--- src/rtl/loader_pkg.sv ---
// Shared types and constants for the UART program loader and the program RAM.
package loader_pkg;

    localparam int unsigned ADDR_WIDTH = 12;
    localparam int unsigned DATA_WIDTH = 16;
    localparam logic [7:0]  SYNC_BYTE_DEFAULT = 8'hA5;

    typedef enum logic [2:0] {
        P_IDLE,
        P_ADDR_HI,
        P_ADDR_LO,
        P_COUNT,
        P_DATA_HI,
        P_DATA_LO,
        P_CHECK
    } parser_state_t;

    typedef enum logic [1:0] {
        RX_IDLE,
        RX_START,
        RX_DATA,
        RX_STOP
    } rx_state_t;

endpackage

--- src/rtl/uart_rx.sv ---
// 8N1 UART receiver: synchronizes rx_serial, samples mid-bit, flags bad stop bits.
module uart_rx
    import loader_pkg::*;
#(
    parameter int unsigned CLKS_PER_BIT = 104
) (
    input  logic       clk,
    input  logic       reset,
    input  logic       rx_serial,
    output logic       byte_valid,
    output logic [7:0] byte_data,
    output logic       stop_err
);

    localparam int unsigned CNT_W = $clog2(CLKS_PER_BIT);
    localparam logic [CNT_W-1:0] BIT_LAST  = CNT_W'(CLKS_PER_BIT - 1);
    localparam logic [CNT_W-1:0] HALF_LAST = CNT_W'(CLKS_PER_BIT / 2 - 1);

    rx_state_t        state_q, state_d;
    logic [1:0]       sync_q;
    logic             prev_q;
    logic [CNT_W-1:0] cnt_q, cnt_d;
    logic [2:0]       bit_q, bit_d;
    logic [7:0]       shift_q, shift_d;
    logic             valid_d, err_d;
    logic [7:0]       data_d;
    logic             rx_s;

    assign rx_s = sync_q[1];

    always_ff @(posedge clk or negedge reset) begin
        if (!reset) begin
            state_q    <= RX_IDLE;
            sync_q     <= 2'b11;
            prev_q     <= 1'b1;
            cnt_q      <= '0;
            bit_q      <= '0;
            shift_q    <= '0;
            byte_valid <= 1'b0;
            byte_data  <= '0;
            stop_err   <= 1'b0;
        end else begin
            state_q    <= state_d;
            sync_q     <= {sync_q[0], rx_serial};
            prev_q     <= rx_s;
            cnt_q      <= cnt_d;
            bit_q      <= bit_d;
            shift_q    <= shift_d;
            byte_valid <= valid_d;
            byte_data  <= data_d;
            stop_err   <= err_d;
        end
    end

    always_comb begin
        state_d = state_q;
        cnt_d   = cnt_q + 1'b1;
        bit_d   = bit_q;
        shift_d = shift_q;
        valid_d = 1'b0;
        data_d  = byte_data;
        err_d   = 1'b0;
        case (state_q)
            RX_IDLE: begin
                cnt_d = '0;
                if (prev_q && !rx_s) state_d = RX_START;
            end
            // A start bit that is high again at half-bit was a glitch.
            RX_START: begin
                if (cnt_q == HALF_LAST) begin
                    cnt_d   = '0;
                    bit_d   = '0;
                    state_d = rx_s ? RX_IDLE : RX_DATA;
                end
            end
            RX_DATA: begin
                if (cnt_q == BIT_LAST) begin
                    cnt_d   = '0;
                    shift_d = {rx_s, shift_q[7:1]};
                    bit_d   = bit_q + 3'd1;
                    if (bit_q == 3'd7) state_d = RX_STOP;
                end
            end
            RX_STOP: begin
                if (cnt_q == BIT_LAST) begin
                    cnt_d   = '0;
                    state_d = RX_IDLE;
                    if (rx_s) begin
                        valid_d = 1'b1;
                        data_d  = shift_q;
                    end else begin
                        err_d = 1'b1;
                    end
                end
            end
            default: state_d = RX_IDLE;
        endcase
    end

endmodule

--- src/rtl/uart_ram_loader.sv ---
// Serial program loader: parses SYNC/ADDR/COUNT/DATA/CHK frames from the UART and
// writes 16-bit words into the program RAM while holding the CPU off the port.
module uart_ram_loader
    import loader_pkg::*;
#(
    parameter int unsigned CLKS_PER_BIT = 104,
    parameter logic [7:0]  SYNC_BYTE    = SYNC_BYTE_DEFAULT,
    parameter int unsigned TIMEOUT_BITS = 20
) (
    input  logic                  clk,
    input  logic                  reset,
    input  logic                  rx_serial,
    output logic                  ram_w_en,
    output logic [ADDR_WIDTH-1:0] ram_addr,
    output logic [DATA_WIDTH-1:0] ram_w_data,
    output logic                  cpu_hold,
    output logic                  busy,
    output logic                  load_done,
    output logic                  checksum_error,
    output logic                  frame_error
);

    localparam int unsigned TMO_CLKS = CLKS_PER_BIT * TIMEOUT_BITS;
    localparam int unsigned TMO_W    = $clog2(TMO_CLKS);
    localparam logic [TMO_W-1:0] TMO_LAST = TMO_W'(TMO_CLKS - 1);

    logic       byte_valid, stop_err;
    logic [7:0] byte_data;

    uart_rx #(.CLKS_PER_BIT(CLKS_PER_BIT)) u_rx (
        .clk       (clk),
        .reset     (reset),
        .rx_serial (rx_serial),
        .byte_valid(byte_valid),
        .byte_data (byte_data),
        .stop_err  (stop_err)
    );

    parser_state_t         state_q, state_d;
    logic [7:0]            sum_q, sum_d;
    logic [7:0]            hi_q, hi_d;
    logic [8:0]            cnt_q, cnt_d;
    logic                  adv_q, adv_d;
    logic [TMO_W-1:0]      tmo_q, tmo_d;
    logic                  w_en_d, hold_d, done_d, chk_err_d, frm_err_d;
    logic [ADDR_WIDTH-1:0] addr_d;
    logic [DATA_WIDTH-1:0] w_data_d;

    always_ff @(posedge clk or negedge reset) begin
        if (!reset) begin
            state_q        <= P_IDLE;
            sum_q          <= '0;
            hi_q           <= '0;
            cnt_q          <= '0;
            adv_q          <= 1'b0;
            tmo_q          <= '0;
            ram_w_en       <= 1'b0;
            ram_addr       <= '0;
            ram_w_data     <= '0;
            cpu_hold       <= 1'b0;
            busy           <= 1'b0;
            load_done      <= 1'b0;
            checksum_error <= 1'b0;
            frame_error    <= 1'b0;
        end else begin
            state_q        <= state_d;
            sum_q          <= sum_d;
            hi_q           <= hi_d;
            cnt_q          <= cnt_d;
            adv_q          <= adv_d;
            tmo_q          <= tmo_d;
            ram_w_en       <= w_en_d;
            ram_addr       <= addr_d;
            ram_w_data     <= w_data_d;
            cpu_hold       <= hold_d;
            busy           <= hold_d;
            load_done      <= done_d;
            checksum_error <= chk_err_d;
            frame_error    <= frm_err_d;
        end
    end

    always_comb begin
        state_d   = state_q;
        sum_d     = sum_q;
        hi_d      = hi_q;
        cnt_d     = cnt_q;
        adv_d     = 1'b0;
        w_en_d    = 1'b0;
        done_d    = 1'b0;
        addr_d    = ram_addr;
        w_data_d  = ram_w_data;
        chk_err_d = checksum_error;
        frm_err_d = frame_error;
        tmo_d     = (state_q == P_IDLE || byte_valid) ? '0 : tmo_q + 1'b1;

        // Post-write bookkeeping runs independently so an abort never drops it.
        if (adv_q) begin
            addr_d = ram_addr + 1'b1;
            cnt_d  = cnt_q - 1'b1;
        end

        if (stop_err) begin
            frm_err_d = 1'b1;
            state_d   = P_IDLE;
        end else if (byte_valid) begin
            sum_d = sum_q + byte_data;
            case (state_q)
                P_IDLE: begin
                    if (byte_data == SYNC_BYTE) begin
                        state_d   = P_ADDR_HI;
                        chk_err_d = 1'b0;
                        frm_err_d = 1'b0;
                        sum_d     = '0;
                    end
                end
                P_ADDR_HI: begin
                    hi_d    = byte_data;
                    state_d = P_ADDR_LO;
                end
                P_ADDR_LO: begin
                    addr_d  = {hi_q[3:0], byte_data};
                    state_d = P_COUNT;
                end
                P_COUNT: begin
                    cnt_d   = (byte_data == 8'd0) ? 9'd256 : {1'b0, byte_data};
                    state_d = P_DATA_HI;
                end
                P_DATA_HI: begin
                    hi_d    = byte_data;
                    state_d = P_DATA_LO;
                end
                P_DATA_LO: begin
                    w_en_d   = 1'b1;
                    w_data_d = {hi_q, byte_data};
                    adv_d    = 1'b1;
                    state_d  = (cnt_q == 9'd1) ? P_CHECK : P_DATA_HI;
                end
                P_CHECK: begin
                    if (sum_d == 8'd0) done_d = 1'b1;
                    else               chk_err_d = 1'b1;
                    state_d = P_IDLE;
                end
                default: state_d = P_IDLE;
            endcase
        end else if (state_q != P_IDLE && tmo_q == TMO_LAST) begin
            frm_err_d = 1'b1;
            state_d   = P_IDLE;
        end

        hold_d = (state_d != P_IDLE);
    end

endmodule

--- config.mk ---
export PLATFORM = sky130hd
export DESIGN_NAME = uart_ram_loader
export DESIGN_NICKNAME = d
export VERILOG_FILES = /design/src/rtl/loader_pkg.sv /design/src/rtl/uart_rx.sv /design/src/rtl/uart_ram_loader.sv
export SDC_FILE = /design/constraint.sdc
export NUM_CORES = 1
export LEC_CHECK = 0
export ABC_CLOCK_PERIOD_IN_PS = 6350
export CAP_MARGIN = 20
export CELL_PAD_IN_SITES_DETAIL_PLACEMENT = 1
export CELL_PAD_IN_SITES_GLOBAL_PLACEMENT = 1
export CORE_ASPECT_RATIO = 1.25
export CORE_MARGIN = 8
export CORE_UTILIZATION = 40
export CTS_CLUSTER_DIAMETER = 200
export CTS_CLUSTER_SIZE = 20
export DETAILED_ROUTE_END_ITERATION = 6
export GPL_TIMING_DRIVEN = 0
export PLACE_DENSITY_LB_ADDON = 0.1
export RECOVER_POWER = 25
export SLEW_MARGIN = 30
export SYNTH_ARGS = -nofsm -noshare
export SYNTH_HDL_FRONTEND = slang
export SYNTH_SLANG_ARGS = --single-unit
--- constraint.sdc ---
create_clock -name clk -period 6.35 [get_ports clk]
set_clock_uncertainty 0.1 [all_clocks]
set_input_delay 1.27 -clock clk [delete_from_list [all_inputs] [get_ports clk]]
set_output_delay 1.27 -clock clk [all_outputs]
set_load 0.1 [all_outputs]
==> impl_metrics.json <==
{
  "finalNetCount": 528,
  "first_pass_iters": 4,
  "core-area_um2": 12550,
  "io_pins": 37,
  "clock_latency_ps": 350,
  "grt_use_total_pct": 14.91,
  "ys_types": 59,
  "path_buf_inv": 1,
  "area_growth_pct": 17.50,
  "portBuffers": 36,
  "cp_cell_sequence": "clkdlybuf4s50_1",
  "register_area_um2": 2656,
  "via_per_inst": 5.159,
  "hold_ws_ps": 259.7,
  "netlist_area_um2": 5085,
  "rows": 46,
  "ctsRootBufferMaster": "clkbuf_16",
  "dp_cells": 663,
  "setup.worst_path.class": "flop to output port",
  "dieArea_um2": 16600,
  "clockBufferDepth": 2,
  "post_synth_inst_count": 458,
  "antenna_left": 0,
  "max_freq_ghz": 0.2983,
  "cp_slowest_stage_delay_ps": 1180,
  "finalCritPeriodShare_pct": 52.80,
  "cp_max_fo": 6,
  "drc": 0,
  "hold_viol": 0,
  "cts_hold_buf": 0,
  "p_leak_nw": 2.743,
  "critPathSlowestCell": "clkdlybuf4s50_1",
  "setup_violations": 0,
  "maxSlewViolCount": 41,
  "grt_pass1_vias": 3770,
  "cp_data_required_time_ps": 4980,
  "ir_drop_v": 0.0001586,
  "drt_iter0_markers": 125,
  "synth_edf_count": 0,
  "place_area_um2": 5684,
  "clock-sinks": 106,
  "numCtsBuffers": 9,
  "avgSynthCellArea_um2": 11.10,
  "synth-seq-cells": 106,
  "min_path_type": "flop to flop",
  "cts_setup_buffers": 0,
  "grt_setup_unrepaired": "no",
  "status": "complete, but fails checks",
  "yosysSeqAreaShare_pct": 52.24,
  "critPathCaptureType": "output port",
  "grt_max_degree": 67,
  "grt_overflow": 0,
  "post-route-min-period_ps": 3353,
  "antenna_cells": 0,
  "worst-slew-pin-transition_ps": 2332,
  "violations": "capacitance limit, slew limit",
  "async_flop_share_pct": 100.0,
  "synth_warnings": 0,
  "dieHeight_um": 142.1,
  "p_per_area_nw_per_um2": 237.4,
  "vias": 3503,
  "cts.reportedPaths.clkPinSlew_ps": 80,
  "syn_nets": 480,
  "hpwl_um": 8231,
  "fillers": 1422,
  "h-tree-depth": 3,
  "cts_tree": "done",
  "avgRoutedWirePerCell_um": 16.84,
  "startpoint_type": "flop",
  "crit_family": "buffers and inverters",
  "fin_cells": 679,
  "antenna_found_initial": 0,
  "ctsResizeCount": 0,
  "grt_pass1_wl_um": 19380,
  "stdcell_area_um2": 5974,
  "layout-drive-gt1-share_pct": 13.70,
  "die_w_um": 116.8,
  "worstPathArrival_ps": 1980,
  "drv_cap": 1,
  "finalWirelength_um": 11430,
  "multi_input_area_um2": 2310,
  "gp_congestion": 0.7457,
  "start_util_pct": 40.53,
  "synthFlopType": "dfrtp_1",
  "maxSlewHeadroom_pct": -55.50
}
-- through the flow --
step	util (%)	setup slack [ps]	total power, mW	TNS, ps
final	47.62	2997	1.419	0
after global routing	47.62	2733	1.493	0
after CTS	47.73	2967	1.447	0
after detailed placement	45.30	3361	0.8713	0
after global placement	45.07	-268.3	0.8608	-26810
after floorplan	-	3656	0.8235	0
-- cell usage in the layout, fill, tap and decap left out, drive strengths merged, types with 4 or more instances in the layout --
cell type and n:
a22o 5, dfrtp 103, xor2 19, buf 11
clkdlybuf4s50 33, o21ai 21, nor2 53, clkbuf 17
nor3 9, mux2 41, nand2b 5, ha 18
and3 4, nand4 8, inv 17, a21oi 19
nor4b 5, nand3 10, o211ai 5, nand2 40
xnor2 22, nor4 4
-- power breakdown --
group | total [mW] | switching, mW | internal (mW)
registers | 0.707 | 0.0158 | 0.692
logic | 0.146 | 0.0895 | 0.0561
clock network | 0.566 | 0.283 | 0.283
-- worst paths after layout --
kind	endpoint	depth (start not counted)	start	slack, ps
setup / recovery	ram_addr[7]	1	ram_addr[7]	3000
hold / removal	u_rx.sync_q[1]	0	u_rx.sync_q[0]	260
setup reg to reg	load_done	7	u_rx.byte_data[0]	3440
hold reg to reg	u_rx.sync_q[1]	0	u_rx.sync_q[0]	260
max in group asynchronous	tmo_q[3]	1	reset	3300
min in group asynchronous	cnt_q[8]	1	reset	1520
-- cells in the mapped netlist, types with 2 or more instances --
library cell,instances,share of area [%]
mux2i_1,2,0.39
mux2_1,10,2.2
nand4_1,7,0.86
a22o_1,5,0.86
nor3_1,8,0.79
mux2_2,30,6.6
nand2_1,39,2.9
xnor2_1,22,3.8
a21oi_1,19,1.9
clkbuf_1,6,0.44
dfrtp_1,103,51
nor4b_1,2,0.34
nor2b_1,3,0.37
and3_1,4,0.49
or3_1,3,0.37
o211ai_1,4,0.59
xor2_1,19,3.3
or4b_1,2,0.39
and3b_1,2,0.34
inv_1,12,0.89
dfstp_2,3,1.6
ha_1,18,4.4
nor2_1,53,3.9
nand2b_1,5,0.62
o31ai_1,2,0.30
or4_1,2,0.30
nor4_1,4,0.49
a21boi_0,2,0.30
nand3_1,9,0.89
o21ai_0,19,1.9
buf_2,8,0.79
nor4b_2,2,0.59
a211oi_1,2,0.30
o21bai_1,2,0.30
-- flip-flops by register name (all words and copies together), names as in the netlist, 7 cells and up, named ones only --
register / count
hi_q: 8
u_rx.byte_data: 8
sum_q: 8
tmo_q: 12
ram_w_data: 16
u_rx.cnt_q: 7
cnt_q: 9
u_rx.shift_q: 8
ram_addr: 12
-- per-layer routing --
layer | vias to the layer above | wire length, um | GRT usage, %
li1 | 1690 | - | -
met1 | 1756 | 4756 | 16.97
met2 | 46 | 6055 | 27.13
met3 | 11 | 444 | 2.803
met4 | 0 | 176 | 4.662
met5 | - | 0 | 0
-- layout make-up --
class                      instances  share of cell area, %
clock inverter                     7                  1.319
timing repair buffer              37                  6.304
buffer                            16                  1.215
multi-input combinational        324                  38.66
inverter                          12                 0.7539
clock buffer                       9                  3.770
tap                              168                  3.518
sequential                       106                  44.46
-- cells by family (layout without fill, tap and decap cells) --
logic type,after synthesis,after routing,share of synthesized area (%)
flip-flops,106,106,52.24
AND/OR/NAND/NOR,156,156,15.95
AO/OA/AOI/OAI,65,65,8.046
buffers and inverters,28,81,2.338
adder cells (fa/ha/maj),19,19,4.823
multiplexers,43,43,9.547
XOR/XNOR,41,41,7.062
(Power assumes the default switching activity.)
